===== src/rtl/counter_driver_pkg.sv =====
// Shared types for the counter stimulus driver: FSM state encoding and latency bounds.
// Latency: n/a (types only). Backpressure: n/a.
// Optional feature macro COUNTER_DRIVER_TRACK_EN is consumed by counter_driver.sv.
package counter_driver_pkg;

    typedef enum logic [2:0] {
        IDLE  = 3'd0,
        CLEAR = 3'd1,
        RUN   = 3'd2,
        GAP   = 3'd3,
        WAIT  = 3'd4,
        CHECK = 3'd5,
        DONE  = 3'd6
    } state_t;

    localparam int CNT_LAT_MAX = 4;
    // Settle counter only has to count 0..CNT_LAT-1; the tracker must reach CNT_LAT itself.
    localparam int WAIT_W      = $clog2(CNT_LAT_MAX);
    localparam int LAT_W       = $clog2(CNT_LAT_MAX + 1);

endpackage


===== src/rtl/counter_driver_expect.sv =====
// Expected-count tracker: models an ideal counter and delays its value by CNT_LAT to compare every cycle.
// Latency: mismatch flag is combinational on i_count; first-failure index is held in a register.
// Backpressure: none; follows the driver's o_en/o_clear pulses cycle by cycle.
module counter_driver_expect
    import counter_driver_pkg::*;
#(
    parameter int WIDTH   = 12,
    parameter int CNT_LAT = 1
) (
    input  logic             i_clk,
    input  logic             i_rst,
    input  logic             i_en,
    input  logic             i_clear,
    input  logic             i_window,
    input  logic [WIDTH-1:0] i_issued,
    input  logic [WIDTH-1:0] i_count,
    output logic             o_fail,
    output logic [WIDTH-1:0] o_fail_idx
);

    logic [WIDTH-1:0] dly [CNT_LAT];
    logic [WIDTH-1:0] ideal_next;
    logic [LAT_W-1:0] since_clear;
    logic             fail_q;
    logic [WIDTH-1:0] idx_q;
    logic             cmp_en;
    logic             mismatch;

    // dly[0] is the ideal counter itself; later taps age it to match the real counter's latency.
    always_comb begin
        ideal_next = dly[0];
        if (i_clear) begin
            ideal_next = '0;
        end else if (i_en) begin
            ideal_next = dly[0] + WIDTH'(1);
        end
    end

    assign cmp_en   = i_window && (since_clear >= LAT_W'(CNT_LAT));
    assign mismatch = cmp_en && (i_count != dly[CNT_LAT-1]);

    always_ff @(posedge i_clk) begin
        if (i_rst) begin
            for (int i = 0; i < CNT_LAT; i++) begin
                dly[i] <= '0;
            end
            since_clear <= '0;
            fail_q      <= 1'b0;
            idx_q       <= '0;
        end else begin
            dly[0] <= ideal_next;
            for (int i = 1; i < CNT_LAT; i++) begin
                dly[i] <= dly[i-1];
            end
            if (i_clear) begin
                since_clear <= LAT_W'(1);
            end else if (since_clear < LAT_W'(CNT_LAT)) begin
                since_clear <= since_clear + LAT_W'(1);
            end
            if (i_clear) begin
                fail_q <= 1'b0;
                idx_q  <= '0;
            end else if (mismatch && !fail_q) begin
                fail_q <= 1'b1;
                idx_q  <= i_issued;
            end
        end
    end

    // A mismatch landing in the CHECK cycle itself must still be reported that cycle.
    assign o_fail     = fail_q | mismatch;
    assign o_fail_idx = fail_q ? idx_q : i_issued;

endmodule


===== src/rtl/counter_driver.sv =====
// Counter stimulus driver: clear, burst of (optionally gapped) enables, then count readback and pass/fail.
// Latency: run takes 1 + len + (len-1)*gap + CNT_LAT + 2 cycles; o_done pulses in the last one.
// Backpressure: i_start is honoured only in IDLE, never queued. Macro COUNTER_DRIVER_TRACK_EN adds per-cycle tracking.
module counter_driver
    import counter_driver_pkg::*;
#(
    parameter int WIDTH     = 12,
    parameter int GAP_WIDTH = 4,
    parameter int CNT_LAT   = 1
) (
    input  logic                 i_clk,
    input  logic                 i_rst,
    input  logic                 i_start,
    input  logic [WIDTH-1:0]     i_burst_len,
    input  logic [GAP_WIDTH-1:0] i_gap,
    output logic                 o_en,
    output logic                 o_clear,
    input  logic [WIDTH-1:0]     i_count,
    output logic                 o_busy,
    output logic                 o_done,
    output logic                 o_pass,
    output logic                 o_err_sticky,
    output logic [WIDTH-1:0]     o_fail_idx
);

    localparam logic [WAIT_W-1:0] WAIT_INIT = WAIT_W'(CNT_LAT - 1);

    state_t               state;
    logic [WIDTH-1:0]     len;
    logic [GAP_WIDTH-1:0] gap;
    logic [WIDTH-1:0]     issued;
    logic [WIDTH-1:0]     issued_inc;
    logic [GAP_WIDTH-1:0] gap_cnt;
    logic [WAIT_W-1:0]    wait_cnt;
    logic                 trk_fail;
    logic [WIDTH-1:0]     trk_idx;
    logic                 pass_now;

    assign issued_inc = issued + WIDTH'(1);

`ifdef COUNTER_DRIVER_TRACK_EN
    logic trk_window;

    assign trk_window = (state == RUN) || (state == GAP) || (state == WAIT) || (state == CHECK);

    counter_driver_expect #(
        .WIDTH   (WIDTH),
        .CNT_LAT (CNT_LAT)
    ) u_expect (
        .i_clk      (i_clk),
        .i_rst      (i_rst),
        .i_en       (o_en),
        .i_clear    (o_clear),
        .i_window   (trk_window),
        .i_issued   (issued),
        .i_count    (i_count),
        .o_fail     (trk_fail),
        .o_fail_idx (trk_idx)
    );
`else
    assign trk_fail = 1'b0;
    assign trk_idx  = '0;
`endif

    assign pass_now = (i_count == len) && !trk_fail;

    // Outputs are registered against the state being entered, so o_clear/o_en/o_done
    // are high exactly during the CLEAR/RUN/DONE cycles.
    always_ff @(posedge i_clk) begin
        if (i_rst) begin
            state        <= IDLE;
            len          <= '0;
            gap          <= '0;
            issued       <= '0;
            gap_cnt      <= '0;
            wait_cnt     <= '0;
            o_en         <= 1'b0;
            o_clear      <= 1'b0;
            o_busy       <= 1'b0;
            o_done       <= 1'b0;
            o_pass       <= 1'b0;
            o_err_sticky <= 1'b0;
            o_fail_idx   <= '0;
        end else begin
            o_en    <= 1'b0;
            o_clear <= 1'b0;
            o_done  <= 1'b0;
            case (state)
                IDLE: begin
                    if (i_start) begin
                        len     <= i_burst_len;
                        gap     <= i_gap;
                        o_clear <= 1'b1;
                        o_busy  <= 1'b1;
                        state   <= CLEAR;
                    end
                end
                CLEAR: begin
                    issued   <= '0;
                    wait_cnt <= WAIT_INIT;
                    if (len != '0) begin
                        o_en  <= 1'b1;
                        state <= RUN;
                    end else begin
                        state <= WAIT;
                    end
                end
                RUN: begin
                    issued <= issued_inc;
                    if (issued_inc == len) begin
                        wait_cnt <= WAIT_INIT;
                        state    <= WAIT;
                    end else if (gap != '0) begin
                        gap_cnt <= gap;
                        state   <= GAP;
                    end else begin
                        o_en <= 1'b1;
                    end
                end
                GAP: begin
                    // gap_cnt counts down from gap to 1, so the all-ones gap is never truncated.
                    if (gap_cnt == GAP_WIDTH'(1)) begin
                        o_en  <= 1'b1;
                        state <= RUN;
                    end else begin
                        gap_cnt <= gap_cnt - GAP_WIDTH'(1);
                    end
                end
                WAIT: begin
                    if (wait_cnt == '0) begin
                        state <= CHECK;
                    end else begin
                        wait_cnt <= wait_cnt - WAIT_W'(1);
                    end
                end
                CHECK: begin
                    o_done     <= 1'b1;
                    o_pass     <= pass_now;
                    o_fail_idx <= trk_fail ? trk_idx : '0;
                    if (!pass_now) begin
                        o_err_sticky <= 1'b1;
                    end
                    state <= DONE;
                end
                DONE: begin
                    o_busy <= 1'b0;
                    state  <= IDLE;
                end
                default: begin
                    o_busy <= 1'b0;
                    state  <= IDLE;
                end
            endcase
        end
    end

endmodule


===== config.mk =====
export PLATFORM = sky130hd
export DESIGN_NAME = counter_driver
export DESIGN_NICKNAME = d
export VERILOG_FILES = /design/src/rtl/counter_driver_pkg.sv /design/src/rtl/counter_driver_expect.sv /design/src/rtl/counter_driver.sv
export SDC_FILE = /design/constraint.sdc
export NUM_CORES = 1
export LEC_CHECK = 0
export ABC_CLOCK_PERIOD_IN_PS = 5500
export CORE_UTILIZATION = 40
export CTS_BUF_LIST = sky130_fd_sc_hd__clkbuf_4
export CTS_CLUSTER_SIZE = 10
export DETAILED_ROUTE_END_ITERATION = 6
export GPL_TIMING_DRIVEN = 0
export MAX_ROUTING_LAYER = met4
export PLACE_DENSITY = 0.63
export SYNTH_ARGS = -nofsm -noshare
export SYNTH_HDL_FRONTEND = slang
export SYNTH_SLANG_ARGS = --single-unit

===== constraint.sdc =====
create_clock -name i_clk -period 5.5 [get_ports i_clk]
set_clock_uncertainty 0.2 [all_clocks]
set_input_delay 0.825 -clock i_clk [delete_from_list [all_inputs] [get_ports i_clk]]
set_output_delay 0.825 -clock i_clk [all_outputs]
set_load 0.005 [all_outputs]

Word level (Yosys, flattened, before mapping)

Index checks and enable logic that the tools add are counted.

Bits in registers: 43
Latch bits: 0
Memory bits (writable): 0
ROM bits: 0
Word-level logic and storage cells: 74
Memories kept: 0

$add $sub $neg: 3
Multiply operators: 0
Div/mod/pow operators: 0
Order comparisons: 0
Equal/unequal tests: 17
Shifts and indexed selects: 0
Mux-type cells: 24
Bitwise operators: 3
Reduce and logical (&&, ||, !) cells: 15

Operators by type and width:

| cell                                                               | count |
|---|---|
| 12-bit == test                                                     | 2 |
| 12-bit one-hot mux with 2 select lines                             | 1 |
| 3-bit 2-to-1 mux                                                   | 6 |
| 3-bit one-hot mux with 6 select lines                              | 1 |
| 2-bit inequality test, second input constant                       | 8 |
| 12-bit by 1-bit adder with 12-bit output, second input constant    | 1 |
| 4-bit 2-to-1 mux                                                   | 3 |
| 12-bit nonzero test                                                | 1 |
| 4-bit one-hot mux with 2 select lines                              | 1 |
| 4-bit AND reduction                                                | 2 |
| 1-bit 2-to-1 mux                                                   | 7 |
| 3-bit by 2-bit == test with 1-bit output, second input constant    | 2 |
| 3-bit == test, second input constant                               | 2 |
| 2-bit one-hot mux with 3 select lines                              | 1 |
| 2-bit AND reduction                                                | 3 |
| 5-bit OR reduction                                                 | 1 |
| 4-bit by 1-bit == test with 1-bit output, second input constant    | 1 |
| 2-bit 2-to-1 mux                                                   | 2 |
| 2-bit nonzero test                                                 | 2 |
| 4-bit nonzero test                                                 | 1 |
| 4-bit by 1-bit subtractor with 4-bit output, second input constant | 1 |
| 3-bit by 1-bit == test with 1-bit output, second input constant    | 1 |
| 3-bit zero test                                                    | 1 |
| 3-bit inequality test, second input constant                       | 1 |
| other kinds (8)                                                    | 10 |

Depth between registers and ports, before layout

Word-level depth: 4
Depth in mapped cells: 8
Mapped depth without buffers: 8

Least setup slack after synthesis

Ideal clock, no wire load.

Path type: flip-flop to flip-flop
Start: reg issued[0]
End: reg gap_cnt[2]
Library setup time: 0.062 ns
Arrival: 2.068 ns
Slack: 3.170 ns
Cell stages (with the launch flop): 9
Period minus slack after synthesis: 2.330 ns
Cells stage by stage: dfxtp_1 -> ha_1 -> nand3_2 -> nor2_1 -> nand4b_1 -> o311ai_0 -> and4_4 -> or4_1 -> nand3_1

Longest elaborated chain between the ends: 4

RTL lines:

| what                                     | RTL line              | RTL |
|---|---|---|
| from (decl)                              | counter_driver.sv:31  | `logic [WIDTH-1:0] issued;` |
| from (signal assigned)                   | counter_driver.sv:109 | `issued <= issued_inc;` |
| 12-bit by 1-bit adder with 12-bit output | counter_driver.sv:39  | `assign issued_inc = issued + WIDTH'(1);` |
| 12-bit == test                           | counter_driver.sv:110 | `if (issued_inc == len) begin` |
| 2-bit inequality test (no source line)   | -                     |  |
| 4-bit AND reduction (no source line)     | -                     |  |
| to (signal assigned)                     | counter_driver.sv:114 | `gap_cnt <= gap;` |
| to (signal assigned)                     | counter_driver.sv:126 | `gap_cnt <= gap_cnt - GAP_WIDTH'(1);` |
| to (decl)                                | counter_driver.sv:33  | `logic [GAP_WIDTH-1:0] gap_cnt;` |

Every way passes these cells.
A chain may end at the register's enable or synchronous reset.

Worst setup path in the final report

Ends and elaborated chain as after synthesis.

==> impl_metrics.ini <==
[global_routing]
antenna_found_initial = 0
grt_overflow = 0
grt_max_degree = 15
grt_pass1_wl_um = 12200
grt_pass1_vias = 2545
grt_use_total_pct = 22.5

[layout]
layout-drive-gt1-share_pct = 8.72
n_fill_cell = 650
nets = 450
seq_area_um2 = 861
diodes = 0
multi_input_area_um2 = 1650
areaGrowthSynthToFinish_pct = 22.3

[logic_synthesis]
ys_seq_area_share_pct = 31.9
yosysTopAreaCell = dfxtp_1
synth_top_flop_cell = dfxtp_1
post_synth_most_frequent_cells = nand2_1 (49), dfxtp_1 (43), a21oi_1 (37)
synth.avg_cell_area_um2 = 7.54
yosysUniqueCellTypes = 53
syn_area_um2 = 2700
synth-async-reset-ratio_pct = 0
synth-edff-count = 0
ys_seq_elements = 43
yosys.area.top_type_share_pct = 31.9
synth.most_common_cell = nand2_1
syn_inst = 358
yosys-top-cells-area = dfxtp_1 (32%), a21oi_1 (6.9%), nand2_1 (6.8%), xnor2_1 (6.8%), nor2_1 (4.2%)
synth_warnings = 0

[worst_setup_path]
critical_path_arrival_ns = 2.87
crit_fanout = 7
slowest_stage = dfxtp_1
critPathBufInv = 0
cpPeakStageDelay_ns = 0.49
crit_family = simple AND/OR/NAND/NOR gates
critPathLaunchType = flop
worstSetupPathType = flop to flop
crit_path_end_kind = flop
required_ns = 5.61
crit_chain = ha_1 -> nand3_2 -> nor2_1 -> nand4b_1 -> o311ai_0 -> and4_4 -> or4_1 -> nand3_1

[outcome]
failed_checks = DRC
status = finished, violations left

[detailed_routing]
drtIter0Drc = 129
remaining_drc_errors = 10
first_pass_iters = 6
vias_per_cell = 5.30
ant_nets = 0
vias = 2597
wl_per_cell_um = 14.7
totalWireLength_um = 7190

[job]
drv_cap = 0

[pwr]
p_leak_uw = 0.00118
ir_worst_vdd_mv = 0.271
p_per_area_nw_per_um2 = 342

[place]
numPortBuffers = 36
place.gp.congestion = 0.878
place_hpwl_um = 5430

[die]
initial_core_util_pct = 42.0
die_x_um = 84.2
die_area_um2 = 7080
ios = 49
die_y_um = 84.2
coreArea_um2 = 6420
rows = 29

[sta]
rsz0062_at_grt = no
finalSetupViolations = 0
hold_viol = 0
worst_slew_pin_slew_ns = 0.643
maxSlewViolCount = 0
setup_tns_ns = 0
relSlewSlack_pct = 57.1
layout_min_cycle_time_ns = 2.76
timing.final.crit_share_pct = 50.1
finalHoldWorstSlack_ns = 0.284
fmax_mhz = 363

[clocking]
ctsRootBufferMaster = clkbuf_4
clock_latency_ns = 0.36
cts_buffer_depth = 2
hold_buffers = 0
path_clk_slew_ns = 0.14
htreeDepth = 2
cts_inserted_buffers = 5
postCtsSetupBuffers = 0
cts_tree = built
cts_resized = 0
clock_sinks = 43

[hold_path]
hp-class = flop to flop
where the power goes:
group | internal, uW | switching (uW)
sequential | 357 | 55.2
combinational | 187 | 280
clock | 141 | 110
stage by stage:
stage / setup slack [ns] / utilization [%] / instance area, um^2 / total power (uW) / instances
after floorplan: 3.17 / - / 2740 / 732 / 369
after global placement: 2.54 / 49.8 / 3200 / 874 / 482
after detailed placement: 2.48 / 49.8 / 3200 / 879 / 482
after CTS: 2.75 / 51.4 / 3300 / 1130 / 490
after global routing: 2.48 / 51.4 / 3300 / 1210 / 490
final: 2.74 / 51.4 / 3300 / 1130 / 490
layer usage:
| layer | GRT usage (%) | wire length (um) |
|---|---|---|
| met5 | - | 0 |
| met3 | 3.74 | 451 |
| met2 | 34.8 | 3190 |
| met1 | 29.8 | 3450 |
| met4 | 7.52 | 94 |
logic make-up after synthesis:
group,after synthesis,synth area share [%]
xor gates and xnor gates,25,8.11
buffers and inverters,44,8.48
and+or+nand+nor,149,27.9
muxes,1,0.556
AOI/OAI and AO/OA,88,19.6
DFF,43,31.9
other,1,0.139
adders and majority gates,7,3.24
state kept, by name, summed over array words and instances, names as in the netlist:
| register | count |
|---|---|
| len | 12 |
| o_err_sticky | 1 |
| o_pass | 1 |
| wait_cnt | 2 |
| o_clear | 1 |
| o_done | 1 |
| gap | 4 |
| o_en | 1 |
| gap_cnt | 4 |
| issued | 12 |
| o_busy | 1 |
| state | 3 |
area by class of cell:
type                    instances  area share (%)
multi-input cells             282            50.0
flip-flops and latches         43            26.1
repair buffers                 36            10.9
plain buffers                  35            5.91
well taps                      77            2.92
clock inverters                 3            2.05
clock buffers                   5            1.14
inverters                       9            1.02
worst reg2reg max path, cell delays in order (launching register included):
cell,delay (ns)
dfxtp_1,0.49
ha_1,0.32
nand3_2,0.20
nor2_1,0.31
nand4b_1,0.16
o311ai_0,0.19
and4_4,0.28
or4_1,0.49
nand3_1,0.08
cell usage in the layout (no fill, tap or decap), drive strengths merged, types with 3 or more instances in the layout:
| master | instances |
|---|---|
| nand2 | 49 |
| dfxtp | 43 |
| a21oi | 37 |
| clkdlybuf4s50 | 36 |
| nor2 | 30 |
| xnor2 | 21 |
| buf | 21 |
| o21ai | 19 |
| clkbuf | 19 |
| conb | 12 |
| nand3 | 11 |
| inv | 9 |
| nand4 | 9 |
| a31oi | 9 |
| and2 | 8 |
| nor3 | 7 |
| ha | 7 |
| or3 | 7 |
| or4 | 5 |
| nor2b | 4 |
| xor2 | 4 |
| nor4 | 4 |
| o211ai | 4 |
| and3 | 4 |
| a211oi | 3 |
| nand2b | 3 |
| a41oi | 3 |
worst paths after layout:
kind,startpoint,to,slack [ns],cells past startpoint
setup / recovery,issued[0]$_SDFFE_PP0P_,gap_cnt[2]$_SDFFE_PP0P_,2.74,8
hold / removal,gap[3]$_SDFFE_PP0P_,gap[3]$_SDFFE_PP0P_,0.28,2
setup reg to reg,issued[0]$_SDFFE_PP0P_,gap_cnt[2]$_SDFFE_PP0P_,2.74,8
hold reg to reg,gap[3]$_SDFFE_PP0P_,gap[3]$_SDFFE_PP0P_,0.28,2
No activity file was read; power rests on OpenSTA's default activity.
